<file path="src/rtl/lg_ctrl_pkg.sv">
// Shared encodings for the LEGv8 multi-cycle control unit: opcode match
// patterns, ALU and immediate-select codes, FSM state codes and the
// instruction class enumeration.
package lg_ctrl_pkg;

    // Opcode match patterns (instr[31:21]), '?' bits are don't-care in casez
    localparam logic [10:0] OP_AND  = 11'b10001010000;
    localparam logic [10:0] OP_ORR  = 11'b10101010000;
    localparam logic [10:0] OP_ADD  = 11'b10001011000;
    localparam logic [10:0] OP_SUB  = 11'b11001011000;
    localparam logic [10:0] OP_ADDI = 11'b1001000100?;
    localparam logic [10:0] OP_SUBI = 11'b1101000100?;
    localparam logic [10:0] OP_MOVZ = 11'b110100101??;
    localparam logic [10:0] OP_LDUR = 11'b11111000010;
    localparam logic [10:0] OP_STUR = 11'b11111000000;
    localparam logic [10:0] OP_CBZ  = 11'b10110100???;
    localparam logic [10:0] OP_CBNZ = 11'b10110101???;
    localparam logic [10:0] OP_B    = 11'b000101?????;

    // ALU operation codes
    localparam logic [3:0] ALU_AND   = 4'b0000;
    localparam logic [3:0] ALU_ORR   = 4'b0001;
    localparam logic [3:0] ALU_ADD   = 4'b0010;
    localparam logic [3:0] ALU_SUB   = 4'b0110;
    localparam logic [3:0] ALU_PASSB = 4'b0111;

    // Immediate format select for the sign extender
    localparam logic [1:0] SGN_I  = 2'b00;
    localparam logic [1:0] SGN_D  = 2'b01;
    localparam logic [1:0] SGN_CB = 2'b10;
    localparam logic [1:0] SGN_B  = 2'b11;

    // FSM state codes (visible on state_o)
    localparam logic [2:0] S_IDLE   = 3'd0;
    localparam logic [2:0] S_FETCH  = 3'd1;
    localparam logic [2:0] S_DECODE = 3'd2;
    localparam logic [2:0] S_EXEC   = 3'd3;
    localparam logic [2:0] S_MEM    = 3'd4;
    localparam logic [2:0] S_WB     = 3'd5;
    localparam logic [2:0] S_TRAP   = 3'd6;

    typedef enum logic [3:0] {
        CLS_R_AND, CLS_R_ORR, CLS_R_ADD, CLS_R_SUB,
        CLS_I_ADD, CLS_I_SUB, CLS_MOVZ,
        CLS_LDUR, CLS_STUR,
        CLS_CBZ, CLS_CBNZ, CLS_B,
        CLS_ILL
    } cls_e;

    // Classes whose second register operand comes from the Rt field
    function automatic logic uses_reg2loc(input cls_e c);
        return (c == CLS_STUR) || (c == CLS_CBZ) || (c == CLS_CBNZ);
    endfunction

endpackage

</file>
<file path="src/rtl/lg_opcode_decode.sv">
// Combinational opcode classifier: maps the IR opcode field to an
// instruction class. CBNZ is only recognised when ENABLE_CBNZ is set.
module lg_opcode_decode
    import lg_ctrl_pkg::*;
#(
    parameter int unsigned OPCODE_W    = 11,
    parameter bit          ENABLE_CBNZ = 1'b1
) (
    input  logic [OPCODE_W-1:0] opcode,
    output cls_e                cls
);

    // Priority-free match: the LEGv8 patterns below do not overlap
    always_comb begin
        cls = CLS_ILL;
        casez (opcode)
            OP_AND:  cls = CLS_R_AND;
            OP_ORR:  cls = CLS_R_ORR;
            OP_ADD:  cls = CLS_R_ADD;
            OP_SUB:  cls = CLS_R_SUB;
            OP_ADDI: cls = CLS_I_ADD;
            OP_SUBI: cls = CLS_I_SUB;
            OP_MOVZ: cls = CLS_MOVZ;
            OP_LDUR: cls = CLS_LDUR;
            OP_STUR: cls = CLS_STUR;
            OP_CBZ:  cls = CLS_CBZ;
            OP_CBNZ: cls = ENABLE_CBNZ ? CLS_CBNZ : CLS_ILL;
            OP_B:    cls = CLS_B;
            default: cls = CLS_ILL;
        endcase
    end

endmodule

</file>
<file path="src/rtl/mc_control.sv">
// Multi-cycle LEGv8 control unit. Sequences each instruction through
// FETCH/DECODE/EXEC/MEM/WB over a shared memory with a ready handshake and
// decodes per-state datapath controls from the state and latched class.
module mc_control
    import lg_ctrl_pkg::*;
#(
    parameter int unsigned OPCODE_W        = 11,
    parameter int unsigned ALUOP_W         = 4,
    parameter bit          ENABLE_CBNZ     = 1'b1,
    parameter bit          TRAP_ON_ILLEGAL = 1'b1
) (
    input  logic                CLK,
    input  logic                Reset,
    input  logic [OPCODE_W-1:0] opcode,
    input  logic                Zero,
    input  logic                mem_ready,
    output logic                mem_req,
    output logic                mem_we,
    output logic                i_or_d,
    output logic                ir_write,
    output logic                pc_write,
    output logic                pc_src,
    output logic                reg2loc,
    output logic                alu_src,
    output logic                mem_to_reg,
    output logic                reg_write,
    output logic                is_movz,
    output logic [ALUOP_W-1:0]  alu_op,
    output logic [1:0]          sign_op,
    output logic                illegal,
    output logic [2:0]          state_o
);

    logic [2:0] state_q, state_d;
    cls_e       cls_q, dec_cls;
    logic       illegal_q;

    logic       ex_alu_src, ex_movz;
    logic [3:0] ex_alu_op;
    logic [1:0] ex_sign_op;

    lg_opcode_decode #(
        .OPCODE_W    (OPCODE_W),
        .ENABLE_CBNZ (ENABLE_CBNZ)
    ) u_decode (
        .opcode (opcode),
        .cls    (dec_cls)
    );

    // Next-state sequencing
    always_comb begin
        state_d = state_q;
        case (state_q)
            S_IDLE:   state_d = S_FETCH;
            S_FETCH:  if (mem_ready) state_d = S_DECODE;
            S_DECODE: begin
                if (dec_cls == CLS_ILL) state_d = TRAP_ON_ILLEGAL ? S_TRAP : S_FETCH;
                else                    state_d = S_EXEC;
            end
            S_EXEC: begin
                case (cls_q)
                    CLS_B, CLS_CBZ, CLS_CBNZ: state_d = S_FETCH;
                    CLS_LDUR, CLS_STUR:       state_d = S_MEM;
                    default:                  state_d = S_WB;
                endcase
            end
            S_MEM:    if (mem_ready) state_d = (cls_q == CLS_STUR) ? S_FETCH : S_WB;
            S_WB:     state_d = S_FETCH;
            S_TRAP:   state_d = S_TRAP;
            default:  state_d = S_IDLE;
        endcase
    end

    // State, latched class and sticky illegal flag
    always_ff @(posedge CLK or posedge Reset) begin
        if (Reset) begin
            state_q   <= S_IDLE;
            cls_q     <= CLS_R_AND;
            illegal_q <= 1'b0;
        end else begin
            state_q <= state_d;
            if (state_q == S_DECODE) begin
                cls_q <= dec_cls;
                if (dec_cls == CLS_ILL && TRAP_ON_ILLEGAL) illegal_q <= 1'b1;
            end
        end
    end

    // Per-class datapath controls, shown in EXEC and held through MEM/WB
    always_comb begin
        ex_alu_src = 1'b0;
        ex_alu_op  = ALU_AND;
        ex_sign_op = SGN_I;
        ex_movz    = 1'b0;
        case (cls_q)
            CLS_R_ORR: ex_alu_op = ALU_ORR;
            CLS_R_ADD: ex_alu_op = ALU_ADD;
            CLS_R_SUB: ex_alu_op = ALU_SUB;
            CLS_I_ADD: begin ex_alu_src = 1'b1; ex_alu_op = ALU_ADD; end
            CLS_I_SUB: begin ex_alu_src = 1'b1; ex_alu_op = ALU_SUB; end
            CLS_MOVZ: begin
                ex_alu_src = 1'b1;
                ex_alu_op  = ALU_PASSB;
                ex_movz    = 1'b1;
            end
            CLS_LDUR, CLS_STUR: begin
                ex_alu_src = 1'b1;
                ex_alu_op  = ALU_ADD;
                ex_sign_op = SGN_D;
            end
            CLS_CBZ, CLS_CBNZ: begin
                ex_alu_op  = ALU_PASSB;
                ex_sign_op = SGN_CB;
            end
            CLS_B:     ex_sign_op = SGN_B;
            default:   ;
        endcase
    end

    // Output decode from state (FETCH/EXEC also qualify on mem_ready/Zero)
    always_comb begin
        mem_req    = 1'b0;
        mem_we     = 1'b0;
        i_or_d     = 1'b0;
        ir_write   = 1'b0;
        pc_write   = 1'b0;
        pc_src     = 1'b0;
        reg2loc    = 1'b0;
        alu_src    = 1'b0;
        mem_to_reg = 1'b0;
        reg_write  = 1'b0;
        is_movz    = 1'b0;
        alu_op     = '0;
        sign_op    = 2'b00;
        case (state_q)
            S_FETCH: begin
                mem_req = 1'b1;
                if (mem_ready) begin
                    ir_write = 1'b1;
                    pc_write = 1'b1;
                end
            end
            // cls_q is not yet loaded here, so use the live decode
            S_DECODE: reg2loc = uses_reg2loc(dec_cls);
            S_EXEC: begin
                alu_src = ex_alu_src;
                alu_op  = ALUOP_W'(ex_alu_op);
                sign_op = ex_sign_op;
                reg2loc = uses_reg2loc(cls_q);
                is_movz = ex_movz;
                case (cls_q)
                    CLS_B:    begin pc_write = 1'b1;  pc_src = 1'b1; end
                    CLS_CBZ:  begin pc_write = Zero;  pc_src = 1'b1; end
                    CLS_CBNZ: begin pc_write = ~Zero; pc_src = 1'b1; end
                    default:  ;
                endcase
            end
            S_MEM: begin
                mem_req = 1'b1;
                i_or_d  = 1'b1;
                mem_we  = (cls_q == CLS_STUR);
                alu_src = ex_alu_src;
                alu_op  = ALUOP_W'(ex_alu_op);
                sign_op = ex_sign_op;
                reg2loc = uses_reg2loc(cls_q);
            end
            S_WB: begin
                reg_write  = 1'b1;
                mem_to_reg = (cls_q == CLS_LDUR);
                alu_src    = ex_alu_src;
                alu_op     = ALUOP_W'(ex_alu_op);
                sign_op    = ex_sign_op;
                reg2loc    = uses_reg2loc(cls_q);
                is_movz    = ex_movz;
            end
            default: ;
        endcase
    end

    assign illegal = illegal_q;
    assign state_o = state_q;

endmodule

</file>
<file path="config.mk">
export PLATFORM = sky130hd
export DESIGN_NAME = mc_control
export DESIGN_NICKNAME = d
export VERILOG_FILES = /design/src/rtl/lg_ctrl_pkg.sv /design/src/rtl/lg_opcode_decode.sv /design/src/rtl/mc_control.sv
export SDC_FILE = /design/constraint.sdc
export NUM_CORES = 1
export LEC_CHECK = 0
export BUFFER_PORTS_ARGS = -buffer_cell sky130_fd_sc_hd__clkbuf_2
export CELL_PAD_IN_SITES_DETAIL_PLACEMENT = 2
export CELL_PAD_IN_SITES_GLOBAL_PLACEMENT = 2
export CORE_UTILIZATION = 24
export CTS_BUF_LIST = sky130_fd_sc_hd__clkbuf_4 sky130_fd_sc_hd__clkbuf_8
export CTS_CLUSTER_DIAMETER = 30
export DETAILED_ROUTE_END_ITERATION = 6
export GPL_ROUTABILITY_DRIVEN = 0
export GPL_TIMING_DRIVEN = 0
export PLACE_DENSITY = 0.77
export SETUP_SLACK_MARGIN = 0.15
export SYNTH_ARGS = -nofsm -noshare
export SYNTH_HDL_FRONTEND = slang
export SYNTH_SLANG_ARGS = --single-unit
</file>
<file path="constraint.sdc">
create_clock -name CLK -period 1.5 [get_ports CLK]
set_input_delay 0.15 -clock CLK [delete_from_list [all_inputs] [get_ports CLK]]
set_output_delay 0.15 -clock CLK [all_outputs]
set_load 0.02 [all_outputs]
</file>
# Yosys cells after proc, flatten, opt, wreduce, memory -nomap -nowiden

Index checks and enable logic that the tools add are counted.

Input bits: 15
Logic and storage cells: 84
Output and inout bits: 21
Flip-flop bits (word level): 8

Bitwise gates (word level): 1
Reduce and logical (&&, ||, !) cells: 18
Muxes and demuxes: 27
Eq/ne operators: 35

Operator list:

| kind                 | number |
|---|---|
| $eq 11x11->1 const B | 6 |
| $pmux 4 s12          | 1 |
| $eq 4x4->1 const B   | 8 |
| $eq 10x10->1 const B | 2 |
| $pmux 3 s6           | 1 |
| $eq 4x3->1 const B   | 4 |
| $eq 8x8->1 const B   | 2 |
| $mux 1               | 13 |
| $mux 3               | 4 |
| $pmux 3 s4           | 1 |
| $reduce_or 2->1      | 6 |
| $eq 3x3->1 const B   | 3 |
| $eq 9x9->1 const B   | 1 |
| $reduce_or 3->1      | 3 |
| $eq 4x2->1 const B   | 2 |
| $eq 3x2->1 const B   | 2 |
| $eq 6x3->1 const B   | 1 |
| $pmux 2 s3           | 1 |
| $pmux 3 s2           | 1 |
| $reduce_or 5->1      | 1 |
| $eq 4x1->1 const B   | 1 |
| $logic_or 1x1->1     | 4 |
| $mux 4               | 1 |
| $ne 2x2->1 const B   | 2 |
| 8 further kinds      | 10 |

# Depth between registers and ports, before layout

Gate-level depths: netlist of the first run.

Depth after elaboration: 6
Depth in mapped cells: 5
Gate-level depth less buffers: 4

# By module

From an unflattened synthesis of the first run, not the netlist that was laid out.

Cells, all modules: 119
Area, all modules: 903.4 µm²

By module, submodules not included:

| module           | seq. area each (µm²) | area an instance (µm²) | cells an instance | instances |
|---|---|---|---|---|
| mc_control       | 200.2                | 638.1                  | 82                | 1 |
| lg_opcode_decode | 0.0                  | 265.3                  | 37                | 1 |

# Least setup slack after synthesis of the first run

OpenSTA, ideal clock, no wires.

Path kind: reg2out
From: reg state_q[0] (netlist: state_o[0])
To: out pc_write
Path buffers: 1
Setup slack: -236 ps
Cell stages (with the launch flop): 6
Arrival time: 1586 ps
Cell sequence: dfrtp_1 clkbuf_1 inv_1 nor2_1 nand3_1 o21ai_0

Word-level cells in the longest chain between the ends: 2
Elaborated cells on any way between the ends: 3
Classes of those cells: eq/ne: 2; mux: 1

RTL lines:

| what                                            | RTL line          | text |
|---|---|---|
| start: declaration                              | mc_control.sv:34  | `logic [2:0] state_q, state_d;` |
| start signal: assignment                        | mc_control.sv:81  | `state_q <= state_d;` |
| $eq 3x2->1 / $eq 3x1->1 (equally long branches) | mc_control.sv:135 | `case (state_q)` |
| $pmux 1 s2 (*)                                  | mc_control.sv:135 |  |
| end: declaration                                | mc_control.sv:21  | `output logic pc_write,` |

Mark *: on every way between the ends. The rest lies on a longest branch, timed or not.

# Final worst setup path of the first run

From: reg state_q[0] (netlist: state_o[0])
To: out sign_op[0]

Word-level cells in the longest chain between the ends: 3
Elaborated cells on any way between the ends: 5
Classes of those cells: eq/ne: 3; mux: 1; reduce/logical: 1

RTL lines:

| what                                            | RTL line          | text |
|---|---|---|
| $eq 3x2->1 / $eq 3x3->1 (equally long branches) | mc_control.sv:135 |  |
| $reduce_or 3->1 (no line) (*)                   | n/a               |  |
| $mux 2 (*)                                      | mc_control.sv:135 |  |
| end: declaration                                | mc_control.sv:29  | `output logic [1:0] sign_op,` |

Marks and branches as above.

==> flow_summary.ini, run 1 <==
[run]
drv_cap = 0

[sta]
final-setup-viol-count = 21
slew_violations = 0
setup_slack_ns = -0.3265
rsz0062_at_grt = yes
max_freq_mhz = 547.5
worst_slew_pin_slew_ns = 0.6332
finClkSkew_ns = 0.004542
slew_headroom = 0.5719
fin_crit_ns = 1.826
period_share = 1.218
hold_viol_final = 0

[run_status]
violations = setup timing
status = complete, but fails checks

[power]
clockPowerShare = 0.500
power_mw = 0.6556
power_frac_seq = 0.330
switching_share = 0.2752
combPwrFrac = 0.170
p_leak_nw = 0.9206
p_per_area_nw_per_um2 = 323.9
p_int_mw = 0.4752
irDropWorstVdd_uv = 234.5
switchingPower_mw = 0.1804

[routing]
wl_met3_um = 241
wl_met1_um = 2517
ant_nets = 0
first_pass_iters = 4
avgRoutedWirePerCell_um = 26.29
post-route-drc-count = 0
highest_layer = met4
route.met2.wl_um = 3354
drt_iter0_drc = 40
drt-total-wl_um = 6337
vias_per_cell = 5.502
vias = 1326

[setup_path]
worstPathRequired_ns = 1.35
path_class = reg -> out
r2r_slack_ns = -0.32
critical_path_buf_inv_count = 5
cp.arrival_ns = 1.68
max_stage_delay_ns = 0.42
start_kind = flop
timing.critical_path.mode_cell = buf_6
cp_slowest_cell = dfrtp_2
crit_chain = buf_8 -> buf_6 -> inv_4 -> nor2_4 -> a21oi_4 -> buf_6 -> a21oi_2 -> buf_4
end_kind = primary output
crit_family = buffers and inverters
critPathMaxFanout = 5

[cts]
clock-sinks = 8
clockBufferDepth = 2
cts-buffers-inserted = 3
cts_root_buf = clkbuf_8
clkLatencyLatePin_ns = 0.25
clkTransAtPathRegs_ns = 0.05
cts_tree = done
cts_max_level = 1

[place]
dp_slack_ns = -0.4099
dpl_cell_area_um2 = 1315
dp_hpwl_um = 2472
portBuffers = 34

[global_route]
track_usage = 0.2513
grt_pass1_wl_um = 7817
grt_max_degree = 11
grt_pass1_vias = 1399
antenna_found_initial = 0
overflow = 0

[die]
dieArea_um2 = 4067
die_y_um = 63.78
rows = 22
pin_count = 36
die_w_um = 63.78
coreArea_um2 = 3661
initial_core_util = 0.2502

[synth]
yosys_most_used_dff = dfrtp_1
ys_seq_area_frac = 0.2186
syn_inst = 124
synth_edf_count = 0
avgSynthCellArea_um2 = 7.386
synthArstFlopShare = 1.000
synth_seq_cells = 8
netlist_area_um2 = 915.9
synthesis.nets = 139
synth_cell_types = 44
synth_warnings = 0

[min_path]
worstHoldPathType = in -> reg

[cells_and_area]
area_growth_pct = 121.0
drive_above_1_share = 0.6684
fin_area_um2 = 2024
fin_util = 0.5530
fillers = 373
nNetsFinal = 209
diodes = 0
metal layers:
metal  up-vias  global-route usage
li1        587                   -
met1       658              0.2930
met2        65              0.4880
met3        16             0.02143
met4         0             0.05398
met5         -                   0
worst paths after layout:
path | from | endpoint | cells after the start
min in group asynchronous | Reset | cls_q[3] | 3
hold / removal | opcode[4] | cls_q[1] | 3
max in group asynchronous | Reset | state_o[2] | 3
hold reg to reg | illegal | illegal | 2
setup reg to reg | cls_q[2] | state_o[2] | 5
setup / recovery | state_o[0] | sign_op[0] | 8
logic make-up after synthesis:
group | count (synthesis) | share of synthesized area
muxes | 2 | 0.02322
and+or+nand+nor | 69 | 0.4453
buffers and inverters | 14 | 0.06148
other | 1 | 0.004094
xor gates and xnor gates | 3 | 0.02869
AOI/OAI and AO/OA | 27 | 0.2186
DFF | 8 | 0.2186
power by group through the flow:
stage,logic [mW],registers [mW],clock network [mW]
2_1_floorplan,0.0384,0.220,0
3_3_place_gp,0.0734,0.220,0
3_5_place_dp,0.0783,0.220,0
4_1_cts,0.0913,0.217,0.294
5_1_grt,0.119,0.216,0.333
6_report,0.112,0.216,0.328
synth_stat cells, types with 3 or more instances:
cell type | n | area [µm²]
o21ai_0 | 5 | 25.02
nand4_1 | 4 | 25.02
dfrtp_1 | 8 | 200.2
nor2b_1 | 4 | 25.02
nand2_1 | 12 | 45.04
a21oi_1 | 7 | 35.03
nor2_1 | 14 | 52.55
clkbuf_1 | 7 | 26.28
nor3_1 | 3 | 15.01
nand3_1 | 3 | 15.01
inv_1 | 6 | 22.52
nor4b_1 | 3 | 26.28
nand2b_1 | 9 | 56.30
worst reg2reg max path, cell delays in order (launching register included):
cell     delay [ns]
dfrtp_1        0.40
buf_6          0.16
nor4b_2        0.40
a21oi_1        0.20
a31oi_1        0.38
o31ai_2        0.14
sequential cells by signal, indices dropped and copies added (netlist names):
signal,flops
illegal,1
cls_q,4
state_o,3
cells in the final DEF (no fill, tap or decap), types with 3 or more instances in the layout:
cell type,n
clkbuf_16,3
dfrtp_1,5
a21oi_4,3
nor2_4,7
nor2b_4,3
buf_6,17
nand2_2,3
nor2_1,6
nand4_1,4
nand2b_4,4
nand2b_1,5
or4_4,3
buf_4,22
nand2_1,8
dfrtp_2,3
inv_1,4
clkbuf_2,14
buf_8,12
clkbuf_8,7
area by class of cell:
class,count,area [µm²],area share
inverters,6,27.53,0.01360
multi-input cells,102,937.1,0.4629
clock buffers,4,48.80,0.02410
plain buffers,8,120.1,0.05933
well taps,48,60.06,0.02967
flip-flops and latches,8,203.9,0.1007
repair buffers,65,626.9,0.3096
metrics by stage:
stage	std cells	TNS, ns	hold slack [ns]
final	241	-4.383	0.3388
after global routing	241	-4.972	0.3640
after detailed placement	206	-2.156	0.09007
after CTS	231	-2.528	0.2930
after global placement	206	-1.769	0.07927
after floorplan	124	-0.1403	-0.03454
repair_timing:
| action | 4_1_cts | 5_1_grt |
|---|---|---|
| gates resized for setup | 72 | 45 |
| endpoints found under the hold margin | 8 | 0 |
| setup buffers | 20 | 10 |
| setup endpoints to repair | 23 | 23 |
| hold buffers | 1 | 0 |
| pin swaps | 14 | 14 |
Note: power is estimated with default switching activity, not from simulation.
==> run 2: changes to the inputs <==
--- a/config.mk
+++ b/config.mk
@@ -5,7 +5,7 @@
 export SDC_FILE = /design/constraint.sdc
 export NUM_CORES = 1
 export LEC_CHECK = 0
-export BUFFER_PORTS_ARGS = -buffer_cell sky130_fd_sc_hd__clkbuf_2
+export BUFFER_PORTS_ARGS = -buffer_cell sky130_fd_sc_hd__buf_2
 export CELL_PAD_IN_SITES_DETAIL_PLACEMENT = 2
 export CELL_PAD_IN_SITES_GLOBAL_PLACEMENT = 2
 export CORE_UTILIZATION = 24
==> flow_summary.ini, run 2 <==
[synth]
synth_edf_count = 0
synth_most_common_cell = nor2_1
synthesis.nets = 139
syn_inst = 124
synthArstFlopShare = 1.000
synth.largest_area_cell = dfrtp_1
synth_cell_types = 44
avgSynthCellArea_um2 = 7.386
ys_seq_area_frac = 0.2186
synth_commonest_cells = nor2_1 (14), nand2_1 (12), nand2b_1 (9)
netlist_area_um2 = 915.9
synth_seq_cells = 8
yosysTopAreaCellShare = 0.2186
synth_warnings = 0
synthTopCellsByArea = dfrtp_1 (22%), nand2b_1 (6.1%), nor2_1 (5.7%)
yosys_most_used_dff = dfrtp_1

[cts]
cts-buffers-inserted = 3
cts_root_buf = clkbuf_8
cts_max_level = 1
clockBufferDepth = 2
clock-sinks = 8

[die]
rows = 22
die_w_um = 63.78
pin_count = 36
initial_core_util = 0.2502
die_y_um = 63.78

[place]
portBuffers = 34
dp_hpwl_um = 2535

[sta]
endpoint_type = primary output
crit_endpoint = reg2loc

[run_status]
firstError = [ERROR DPL-0033] detailed placement checks failed during check placement.
status = did not finish
lastStage = global routing

[global_route]
antenna_found_initial = 0
grt_max_degree = 11
run 2: stage by stage:
stage,instance area [µm²],TNS [ns],setup WS [ns],instances,hold slack (ns)
after floorplan,1085,-0.1403,-0.08325,124,-0.03454
after global placement,1315,-1.810,-0.3967,206,0.09672
after detailed placement,1315,-2.158,-0.4033,206,0.1054
after CTS,1906,-2.717,-0.3090,235,0.2937
run 2: cells by family after synthesis:
kind of cell	synth area share
compound gates	0.2186
flops	0.2186
buf+inv	0.06148
xor+xnor	0.02869
simple gates	0.4453
other cells	0.004094
mux	0.02322
run 2: timing repair:
action,in CTS
gates cloned,0
hold buffers,1
setup buffers,24
endpoints found under the setup margin,23
pin swaps,16
endpoints found under the hold margin,8
gates resized for setup,89
==> run 3: changes to the inputs <==
==> config.mk (replaced) <==
export PLATFORM = sky130hd
export DESIGN_NAME = mc_control
export DESIGN_NICKNAME = d
export VERILOG_FILES = /design/src/rtl/lg_ctrl_pkg.sv /design/src/rtl/lg_opcode_decode.sv /design/src/rtl/mc_control.sv
export SDC_FILE = /design/constraint.sdc
export NUM_CORES = 1
export LEC_CHECK = 0
export BUFFER_PORTS_ARGS = -buffer_cell sky130_fd_sc_hd__buf_2
export CORE_UTILIZATION = 20
export DETAILED_ROUTE_END_ITERATION = 6
export GPL_ROUTABILITY_DRIVEN = 0
export GPL_TIMING_DRIVEN = 0
export PLACE_DENSITY_LB_ADDON = 0.15
export SYNTH_ARGS = -nofsm -noshare
export SYNTH_HDL_FRONTEND = slang
export SYNTH_SLANG_ARGS = --single-unit
==> constraint.sdc (replaced) <==
create_clock -name CLK -period 1.95 [get_ports CLK]
set_input_delay 0.195 -clock CLK [delete_from_list [all_inputs] [get_ports CLK]]
set_output_delay 0.195 -clock CLK [all_outputs]
set_load 0.02 [all_outputs]
==> flow_summary.ini, run 3 (synthesized netlist as in run 1, its figures left out) <==
[global_route]
grt_pass1_wl_um = 4367
track_usage = 0.1094
grt_pass1_vias = 959
overflow = 0
grt_max_degree = 11
antenna_found_initial = 0

[setup_path]
rr_endpoint = state_o[2]
end_kind = primary output
start_kind = input pin
r2r_slack_ns = 0.38
worstPathRequired_ns = 1.75
rr_startpoint = cls_q[3]
path_class = in -> out
reg2reg_depth = 5
critPathMaxFanout = 4
cp.arrival_ns = 1.71

[cells_and_area]
fin_area_um2 = 1266
diodes = 0
largest_reg_flops = 4
final_cell_mix = buf_2 (32), nand2_1 (12), nor2_1 (12), nand2b_1 (9), dfrtp_1 (8)
nNetsFinal = 180
multiInputGateArea_um2 = 698.2
fillers = 489
area_growth_pct = 38.25
drive_above_1_share = 0.3620
fin_util = 0.2888
seqCellArea_um2 = 200.2
layout_commonest_cell = buf_2
top_register = cls_q

[power]
p_leak_nw = 0.5855
p_per_area_nw_per_um2 = 337.3
irDropWorstVdd_uv = 139.4

[sta]
rsz0062_at_grt = no
setup_slack_ns = 0.04552
final-setup-viol-count = 0
fin_crit_ns = 1.904
slew_violations = 0
finClkSkew_ns = 0.0003731
hold_viol_final = 0
max_freq_mhz = 525.1
setup_tns_ns = 0
period_share = 0.9767

[place]
dp_slack_ns = -0.1175
dpl_cell_area_um2 = 1151
dp_hpwl_um = 2040
portBuffers = 34

[routing]
drt-total-wl_um = 2552
drt_iter0_drc = 25
first_pass_iters = 4
avgRoutedWirePerCell_um = 11.87
ant_nets = 0
vias_per_cell = 4.823
vias = 1037
post-route-drc-count = 0

[die]
rows = 24
die_y_um = 69.67
die_w_um = 69.67
dieArea_um2 = 4854
coreArea_um2 = 4384
initial_core_util = 0.2089
pin_count = 36

[cts]
clockBufferDepth = 2
cts_max_level = 1
cts_tree = done
clock-sinks = 8
clkTransAtPathRegs_ns = 0.04
cts_root_buf = clkbuf_8
clkLatencyLatePin_ns = 0.23
cts-buffers-inserted = 3

[run_status]
status = complete, no violations

[run]
drv_cap = 0

[min_path]
min_from = opcode[4]
holdPathEnd = cls_q[1]
hold_depth = 3
worstHoldPathType = in -> reg
run 3: repair_timing:
| item | in CTS | in global routing |
|---|---|---|
| gates resized for setup | 12 | 3 |
| buffers inserted | 3 | 0 |
| hold buffers | 1 | 0 |
| cloned | 0 | 0 |
| endpoints found under the hold margin | 8 | 0 |
| pin swaps | 2 | 1 |
| setup endpoints to repair | 7 | 10 |
run 3: critical path: stages:
cell and delay, ns:
buf_2 0.12, or4b_4 0.55, or4_4 0.46, nand3_2 0.13, o2bb2ai_2 0.12, buf_6 0.13
run 3: worst max-delay path by stage:
stage	startpoint	endpoint	depth (start not counted)
after global routing	cls_q[3]	sign_op[1]	5
after detailed placement	opcode[1]	reg2loc	6
after CTS	opcode[8]	reg2loc	6
after floorplan	state_o[0]	pc_write	5
after global placement	opcode[1]	reg2loc	6
final	opcode[1]	reg2loc	6
run 3: report_power, final:
part,internal [mW],switching [mW],leakage (nW)
Sequential,0.167,0,0.0752
Combinational,0.0288,0.0328,0.489
Clock,0.134,0.0651,0.0216
run 3: metrics by stage:
step / hold WS (ns) / power, mW / std cells
6_report: 0.3173 / 0.4271 / 215
4_1_cts: 0.3205 / 0.4317 / 217
2_1_floorplan: 0.01066 / 0.1971 / 124
3_5_place_dp: 0.1659 / 0.2256 / 210
5_1_grt: 0.3348 / 0.4461 / 215
3_3_place_gp: 0.1606 / 0.2248 / 210
run 3: layout make-up:
class	instances	share of cell area
clock buffer	3	0.03261
buffer	6	0.02174
multi-input combinational	102	0.5514
tap	52	0.05138
inverter	6	0.01779
sequential	8	0.1581
timing repair buffer	38	0.1670
run 3: metal layers:
layer | global-route usage | share of wire | vias up
met2 | 0.1791 | 0.44 | 43
met1 | 0.1430 | 0.48 | 463
met4 | 0.04667 | 0.019 | 0
met5 | 0 | 0 | -
met3 | 0.01599 | 0.065 | 4
li1 | - | - | 527
